**src/rtl/cv32e40s_data_resp_filter_if.sv**
```systemverilog
// Response payload type and the LSU/bus handshake bundle for the data response filter.

package cv32e40s_data_resp_pkg;

  localparam int unsigned DATA_W = 32;

  // Bus response payload: read data plus error flag
  typedef struct packed {
    logic [DATA_W-1:0] rdata;
    logic              err;
  } obi_data_resp_t;

endpackage

interface cv32e40s_data_resp_filter_if;
  import cv32e40s_data_resp_pkg::*;

  logic           core_trans_valid_i;
  logic           core_trans_bufferable_i;
  logic           core_trans_ready_o;
  logic           bus_trans_valid_o;
  logic           bus_trans_ready_i;
  logic           bus_resp_valid_i;
  obi_data_resp_t bus_resp_i;
  logic           core_resp_valid_o;
  obi_data_resp_t core_resp_o;
  logic           err_o;

  // Filter side
  modport slave (
    input  core_trans_valid_i,
    input  core_trans_bufferable_i,
    input  bus_trans_ready_i,
    input  bus_resp_valid_i,
    input  bus_resp_i,
    output core_trans_ready_o,
    output bus_trans_valid_o,
    output core_resp_valid_o,
    output core_resp_o,
    output err_o
  );

  // LSU + bus side (environment)
  modport master (
    output core_trans_valid_i,
    output core_trans_bufferable_i,
    output bus_trans_ready_i,
    output bus_resp_valid_i,
    output bus_resp_i,
    input  core_trans_ready_o,
    input  bus_trans_valid_o,
    input  core_resp_valid_o,
    input  core_resp_o,
    input  err_o
  );

endinterface

```
**src/rtl/cv32e40s_data_resp_filter.sv**
```systemverilog
// Data response filter: tracks outstanding bus transactions, gives bufferable
// requests an early (zero) response, forwards non-bufferable responses and
// reports errors on swallowed bufferable responses as a one-cycle pulse.

module cv32e40s_data_resp_filter
  import cv32e40s_data_resp_pkg::*;
#(
  parameter int unsigned DEPTH = 2
) (
  input logic                        clk,
  input logic                        rst_n,
  cv32e40s_data_resp_filter_if.slave if_flt
);

  localparam int unsigned PTR_W = (DEPTH > 1) ? $clog2(DEPTH) : 1;
  localparam int unsigned CNT_W = $clog2(DEPTH + 1);

  // Tracking state
  logic [CNT_W-1:0] r_cnt;
  logic [CNT_W-1:0] r_nb_cnt;
  logic [PTR_W-1:0] r_wptr;
  logic [PTR_W-1:0] r_rptr;
  logic [DEPTH-1:0] r_flags;
  logic             r_early;
  logic             r_err;

  // Next-state values
  logic [CNT_W-1:0] w_cnt_nxt;
  logic [CNT_W-1:0] w_nb_cnt_nxt;
  logic [PTR_W-1:0] w_wptr_nxt;
  logic [PTR_W-1:0] w_rptr_nxt;
  logic [DEPTH-1:0] w_flags_nxt;
  logic             w_early_nxt;
  logic             w_err_nxt;

  // Combinational helpers
  logic w_gate;
  logic w_hs;
  logic w_rsp;
  logic w_head_buf;
  logic w_fwd;
  logic w_nb_inc;
  logic w_nb_dec;

  // Wrap a FIFO pointer modulo DEPTH
  function automatic logic [PTR_W-1:0] ptr_inc(input logic [PTR_W-1:0] p);
    if (p == PTR_W'(DEPTH - 1)) begin
      return '0;
    end
    return p + PTR_W'(1);
  endfunction

  // Admission gate: room left, and a bufferable request waits until no
  // non-bufferable transaction is outstanding so responses stay in order
  assign w_gate = (r_cnt < CNT_W'(DEPTH)) &&
                  (!if_flt.core_trans_bufferable_i || (r_nb_cnt == '0));

  assign if_flt.bus_trans_valid_o  = if_flt.core_trans_valid_i && w_gate;
  assign if_flt.core_trans_ready_o = if_flt.bus_trans_ready_i && w_gate;

  assign w_hs  = if_flt.core_trans_valid_i && if_flt.core_trans_ready_o;
  // A response with nothing outstanding is dropped
  assign w_rsp = if_flt.bus_resp_valid_i && (r_cnt != '0);

  // Bufferable flag of the oldest outstanding transaction
  always_comb begin
    w_head_buf = 1'b0;
    for (int unsigned i = 0; i < DEPTH; i++) begin
      if (PTR_W'(i) == r_rptr) begin
        w_head_buf = r_flags[i];
      end
    end
  end

  assign w_fwd    = w_rsp && !w_head_buf;
  assign w_nb_inc = w_hs && !if_flt.core_trans_bufferable_i;
  assign w_nb_dec = w_rsp && !w_head_buf;

  // Core-facing response: early zero response or same-cycle forwarded bus response
  assign if_flt.core_resp_valid_o = r_early || w_fwd;
  assign if_flt.core_resp_o       = w_fwd ? if_flt.bus_resp_i : '0;
  assign if_flt.err_o             = r_err;

  // Next-state computation for counters, FIFO and pulse registers
  always_comb begin
    w_cnt_nxt    = r_cnt;
    w_nb_cnt_nxt = r_nb_cnt;
    w_wptr_nxt   = r_wptr;
    w_rptr_nxt   = r_rptr;
    w_flags_nxt  = r_flags;
    w_early_nxt  = w_hs && if_flt.core_trans_bufferable_i;
    w_err_nxt    = w_rsp && w_head_buf && if_flt.bus_resp_i.err;

    if (w_hs) begin
      for (int unsigned i = 0; i < DEPTH; i++) begin
        if (PTR_W'(i) == r_wptr) begin
          w_flags_nxt[i] = if_flt.core_trans_bufferable_i;
        end
      end
      w_wptr_nxt = ptr_inc(r_wptr);
    end

    if (w_rsp) begin
      w_rptr_nxt = ptr_inc(r_rptr);
    end

    unique case ({w_hs, w_rsp})
      2'b10:   w_cnt_nxt = r_cnt + CNT_W'(1);
      2'b01:   w_cnt_nxt = r_cnt - CNT_W'(1);
      default: w_cnt_nxt = r_cnt;
    endcase

    unique case ({w_nb_inc, w_nb_dec})
      2'b10:   w_nb_cnt_nxt = r_nb_cnt + CNT_W'(1);
      2'b01:   w_nb_cnt_nxt = r_nb_cnt - CNT_W'(1);
      default: w_nb_cnt_nxt = r_nb_cnt;
    endcase
  end

  // State register with asynchronous clear of all tracking
  always_ff @(posedge clk or negedge rst_n) begin
    if (!rst_n) begin
      r_cnt    <= '0;
      r_nb_cnt <= '0;
      r_wptr   <= '0;
      r_rptr   <= '0;
      r_flags  <= '0;
      r_early  <= 1'b0;
      r_err    <= 1'b0;
    end else begin
      r_cnt    <= w_cnt_nxt;
      r_nb_cnt <= w_nb_cnt_nxt;
      r_wptr   <= w_wptr_nxt;
      r_rptr   <= w_rptr_nxt;
      r_flags  <= w_flags_nxt;
      r_early  <= w_early_nxt;
      r_err    <= w_err_nxt;
    end
  end

  // Early and forwarded responses must never collide
  a_no_resp_collision : assert property (
    @(posedge clk) disable iff (!rst_n) !(r_early && w_fwd)
  );

  // rvalid without an outstanding transaction is a protocol violation
  a_no_orphan_resp : assert property (
    @(posedge clk) disable iff (!rst_n) !(if_flt.bus_resp_valid_i && (r_cnt == '0))
  );

  // Counter bounds
  a_cnt_bounds : assert property (
    @(posedge clk) disable iff (!rst_n) (r_cnt <= CNT_W'(DEPTH)) && (r_nb_cnt <= r_cnt)
  );

endmodule

```
**src/flat_wrapper.sv**
```systemverilog
// flat-port wrapper written by rule: the top's interface ports become plain ports
module cv32e40s_data_resp_filter_flat import cv32e40s_data_resp_pkg::*;
#(
  parameter int unsigned DEPTH = 2
)
  (clk, rst_n, if_flt_core_trans_valid_i, if_flt_core_trans_bufferable_i, if_flt_bus_trans_ready_i, if_flt_bus_resp_valid_i, if_flt_bus_resp_i, if_flt_core_trans_ready_o, if_flt_bus_trans_valid_o, if_flt_core_resp_valid_o, if_flt_core_resp_o, if_flt_err_o);
  cv32e40s_data_resp_filter_if if_flt_i ();
  input logic clk;
  input logic rst_n;
  input wire logic [$bits(if_flt_i.core_trans_valid_i)-1:0] if_flt_core_trans_valid_i;
  input wire logic [$bits(if_flt_i.core_trans_bufferable_i)-1:0] if_flt_core_trans_bufferable_i;
  input wire logic [$bits(if_flt_i.bus_trans_ready_i)-1:0] if_flt_bus_trans_ready_i;
  input wire logic [$bits(if_flt_i.bus_resp_valid_i)-1:0] if_flt_bus_resp_valid_i;
  input wire logic [$bits(if_flt_i.bus_resp_i)-1:0] if_flt_bus_resp_i;
  output wire logic [$bits(if_flt_i.core_trans_ready_o)-1:0] if_flt_core_trans_ready_o;
  output wire logic [$bits(if_flt_i.bus_trans_valid_o)-1:0] if_flt_bus_trans_valid_o;
  output wire logic [$bits(if_flt_i.core_resp_valid_o)-1:0] if_flt_core_resp_valid_o;
  output wire logic [$bits(if_flt_i.core_resp_o)-1:0] if_flt_core_resp_o;
  output wire logic [$bits(if_flt_i.err_o)-1:0] if_flt_err_o;
  assign if_flt_i.core_trans_valid_i = if_flt_core_trans_valid_i;
  assign if_flt_i.core_trans_bufferable_i = if_flt_core_trans_bufferable_i;
  assign if_flt_i.bus_trans_ready_i = if_flt_bus_trans_ready_i;
  assign if_flt_i.bus_resp_valid_i = if_flt_bus_resp_valid_i;
  assign if_flt_i.bus_resp_i = if_flt_bus_resp_i;
  assign if_flt_core_trans_ready_o = if_flt_i.core_trans_ready_o;
  assign if_flt_bus_trans_valid_o = if_flt_i.bus_trans_valid_o;
  assign if_flt_core_resp_valid_o = if_flt_i.core_resp_valid_o;
  assign if_flt_core_resp_o = if_flt_i.core_resp_o;
  assign if_flt_err_o = if_flt_i.err_o;
  cv32e40s_data_resp_filter #(.DEPTH(DEPTH)) u_core (.clk(clk), .rst_n(rst_n), .if_flt(if_flt_i));
endmodule
```
**config.mk**
```make
export PLATFORM = sky130hd
export DESIGN_NAME = cv32e40s_data_resp_filter_flat
export DESIGN_NICKNAME = d
export VERILOG_FILES = /design/src/rtl/cv32e40s_data_resp_filter_if.sv /design/src/rtl/cv32e40s_data_resp_filter.sv /design/src/flat_wrapper.sv
export SDC_FILE = /design/constraint.sdc
export NUM_CORES = 1
export LEC_CHECK = 0
export BUFFER_PORTS_ARGS = -buffer_cell sky130_fd_sc_hd__buf_2
export CORE_MARGIN = 8
export CORE_UTILIZATION = 25
export CTS_BUF_LIST = sky130_fd_sc_hd__clkbuf_16
export DETAILED_ROUTE_END_ITERATION = 12
export GPL_TIMING_DRIVEN = 0
export HOLD_SLACK_MARGIN = 0.03
export SLEW_MARGIN = 20
export SYNTH_ARGS = -nofsm -noshare
export SYNTH_HDL_FRONTEND = slang
export SYNTH_SLANG_ARGS = --single-unit
```
**constraint.sdc**
```tcl
create_clock -name clk -period 2.1 [get_ports clk]
set_input_delay 0.42 -clock clk [delete_from_list [all_inputs] [get_ports clk]]
set_output_delay 0.42 -clock clk [all_outputs]
set_load 0.01 [all_outputs]
```
==> metrics.json <==
{
  "run_status": {
    "run_status": "finished, final reports clean"
  },
  "power": {
    "total_design_power_uw": 1540,
    "pwr_density_cell_nw_per_um2": 1250,
    "peakVddDrop_mv": 0.732,
    "leakage_uw": 0.000726
  },
  "setup_path": {
    "rr_endpoint": "u_core.r_nb_cnt[1]",
    "worstPathMaxFanout": 10,
    "crit_slowest_cell": "dfrtp_1",
    "worstSetupPathType": "flop to output port",
    "critPathMaxStageDelay_ns": 0.39,
    "timing.critical_path.required_ns": 1.68,
    "cp_cell_sequence": "mux2_4 -> nor2_4 -> buf_6 -> and2_2 -> buf_2",
    "timing.reg2reg.worst_path_depth": 6,
    "timing.critical_path.to_type": "output port",
    "worstSetupStartpointType": "flop",
    "worstReg2RegStart": "u_core.r_rptr",
    "worst_ep_arrival_time_ns": 1.58,
    "timing.reg2reg.setup_slack_ns": 0.40
  },
  "worst_hold_path": {
    "hold_crit_class": "input pin to async pin"
  },
  "drt": {
    "drt_iter0_drc": 18,
    "detailed_router_iteration_count_before_antenna_repair": 4,
    "drc": 0,
    "routed_wl_um": 2550,
    "ant_nets": 0,
    "num_vias": 794,
    "avgRoutedWirePerCell_um": 13.6,
    "vias_per_instance": 4.25
  },
  "clocking": {
    "numClockSinks": 10,
    "h-tree-depth": 1,
    "postCtsHoldBufs": 0,
    "tritoncts.num_buffers": 3,
    "clkLatencyLatePin_ns": 0.24,
    "tritoncts": "built",
    "clkSlewWorstSetupHoldPaths_ns": 0.04,
    "number_of_buffers_on_the_longest_clock_path": 2,
    "cts_setup_buffers": 0,
    "cts.root.buffer_cell": "clkbuf_16",
    "post_cts_resized": 0
  },
  "global_routing": {
    "wire_length_of_the_first_global_routing_pass_um": 4050,
    "grt_antenna_before_repair": 0,
    "first_global_vias": 868,
    "grt.overflow.total": 0,
    "grt.total_usage_pct": 9.84,
    "maximum_number_of_pins_on_one_net_before_global_route_repair": 11
  },
  "logic_synthesis": {
    "synth_warnings": 0,
    "netlist.top_cell.by_area": "dfrtp_1",
    "ys_seq_elements": 10,
    "synth.top_cell.area_share_pct": 33.7,
    "netlist-cell-type-count": 21,
    "seq_area_frac_synth_pct": 33.7,
    "syn-cell-area_um2": 742,
    "post_synthesis_mean_instance_area_um2": 9.64,
    "syn_nets": 118,
    "postSynthCellCount": 77,
    "ys_top_cells_by_area": "dfrtp_1 34%, and2_1 18%, and2_2 13%"
  },
  "timing": {
    "timing.final.ws_setup_ns": 0.105,
    "fin_crit_sh_pct": 95.0,
    "rsz_0062_raised_after_global_routing": "false",
    "finalHoldViolCount": 0,
    "fmax_mhz": 501,
    "final_period_minus_worst_setup_slack_ns": 2.00,
    "sum_neg_setup_slack_ns": 0,
    "timing.final.max_slew_violations": 0,
    "worstMarginPinSlew_ns": 0.284,
    "finClkSkew_ns": 0.00287,
    "timing.final.setup_violations": 0,
    "max-slew-margin-rel_pct": 80.9
  },
  "die": {
    "ioPinCount": 76,
    "chipHeight_um": 70.5,
    "die-width_um": 70.5,
    "fp.dieArea_um2": 4970,
    "start_util_pct": 26.7,
    "row_count": 19,
    "core_area_um2": 2780
  },
  "run": {
    "maxCapViolations": 0
  },
  "layout": {
    "num-nets-final": 198,
    "signed_area_change_from_the_synthesized_netlist_to_the_final_layout_pct": 66.4,
    "stdcell_area_um2": 1230,
    "layout-drive-gt1-share_pct": 64.7,
    "num_antenna_cells": 0
  },
  "placed_design": {
    "numPortBuffers": 75,
    "placement.cell_area_um2": 1160,
    "gp_routability_congestion": 0.782,
    "placement_setup_slack_ns": 0.338
  }
}
how the worst max path moves through the flow:
stage                       start                endpoint  slack [ns]  cells after the start
floorplan           u_core.r_rptr      u_core.r_nb_cnt[1]        0.54                      6
global placement    u_core.r_rptr  if_flt_core_resp_o[14]        0.36                      5
detailed placement  u_core.r_rptr  if_flt_core_resp_o[20]        0.34                      5
CTS                 u_core.r_rptr  if_flt_core_resp_o[20]        0.08                      5
global route        u_core.r_rptr  if_flt_core_resp_o[24]       0.007                      5
finish              u_core.r_rptr  if_flt_core_resp_o[20]        0.10                      5
synthesized netlist by cell type:
cell and count:
or2_2 1, and3_2 1, xor2_1 2, nor2_4 1, buf_6 3, mux2_4 1, o21ai_2 1, nor2_1 4
xnor2_1 6, nand2_1 1, nand3_1 2, mux2_2 2, and2_2 13, dfrtp_1 10, nand4b_1 1, ha_1 2
o21ai_1 1, nand4_1 1, nor2b_1 1, inv_1 2, and2_1 21
per-stage QoR:
stage | hold WS (ns) | utilization (%) | cells
floorplan | 0.124 | - | 77
detailed placement | 0.292 | 41.6 | 183
finish | 0.0332 | 44.4 | 187
CTS | 0.0391 | 44.4 | 187
global route | 0.0479 | 44.4 | 187
global placement | 0.290 | 41.6 | 183
per-layer routing:
| metal | vias up | track usage [%] | wire length [um] |
|---|---|---|---|
| li1 | 398 | - | - |
| met1 | 355 | 8.39 | 895 |
| met2 | 39 | 18.6 | 1320 |
| met3 | 2 | 4.94 | 300 |
| met4 | 0 | 4.02 | 33 |
| met5 | - | 0 | 0 |
layout make-up:
| cell class | count | area, um2 |
|---|---|---|
| Tap cell | 31 | 38.8 |
| Clock buffer | 3 | 75.1 |
| Buffer | 3 | 33.8 |
| Clock inverter | 1 | 3.75 |
| Timing Repair Buffer | 75 | 375 |
| Multi-Input combinational cell | 62 | 450 |
| Fill cell | 290 | 1550 |
| Inverter | 2 | 7.51 |
| Sequential cell | 10 | 250 |
where the power goes:
| part | leakage, uW | switching (uW) | internal (uW) |
|---|---|---|---|
| Sequential | 0.000122 | 74.4 | 283 |
| Combinational | 0.000566 | 399 | 443 |
| Clock | 0.0000385 | 92.4 | 250 |
registers in the layout, indices dropped and copies added, names as in the netlist:
name	count
u_core.r_flags	2
u_core.r_nb_cnt	2
u_core.r_wptr	1
u_core.if_flt.err_o	1
u_core.r_cnt	2
u_core.r_early	1
u_core.r_rptr	1
cells by family (layout without fill, tap and decap cells):
family                   Yosys count  in the layout  share of synthesized area (%)
AO/OA/AOI/OAI                      2              2                           1.85
XOR/XNOR                           8              8                           9.44
adder cells (fa/ha/maj)            2              2                           3.37
buffers and inverters              5             84                           5.56
flip-flops                        10             10                           33.7
multiplexers                       3              3                           5.06
AND/OR/NAND/NOR                   47             47                           41.0
cell usage in the layout (no fill, tap or decap):
| master | count |
|---|---|
| nand3_1 | 2 |
| o21ai_2 | 1 |
| ha_1 | 2 |
| o21ai_1 | 1 |
| xnor2_1 | 6 |
| xor2_1 | 2 |
| and2_2 | 13 |
| mux2_4 | 1 |
| and3_2 | 1 |
| nor2_1 | 4 |
| buf_2 | 75 |
| nor2_4 | 1 |
| nand2_1 | 1 |
| or2_2 | 1 |
| buf_6 | 3 |
| nor2b_1 | 1 |
| clkinv_1 | 1 |
| nand4b_1 | 1 |
| dfrtp_1 | 10 |
| nand4_1 | 1 |
| and2_1 | 21 |
| mux2_2 | 2 |
| inv_1 | 2 |
| clkbuf_16 | 3 |
critical path, delay by kind of cell, from the launching register on:
kind,cells,cell delay (ns)
and+or+nand+nor,2,0.33
DFF,1,0.39
buffers and inverters,2,0.28
muxes,1,0.33
Power figures use the tool's default switching activity.
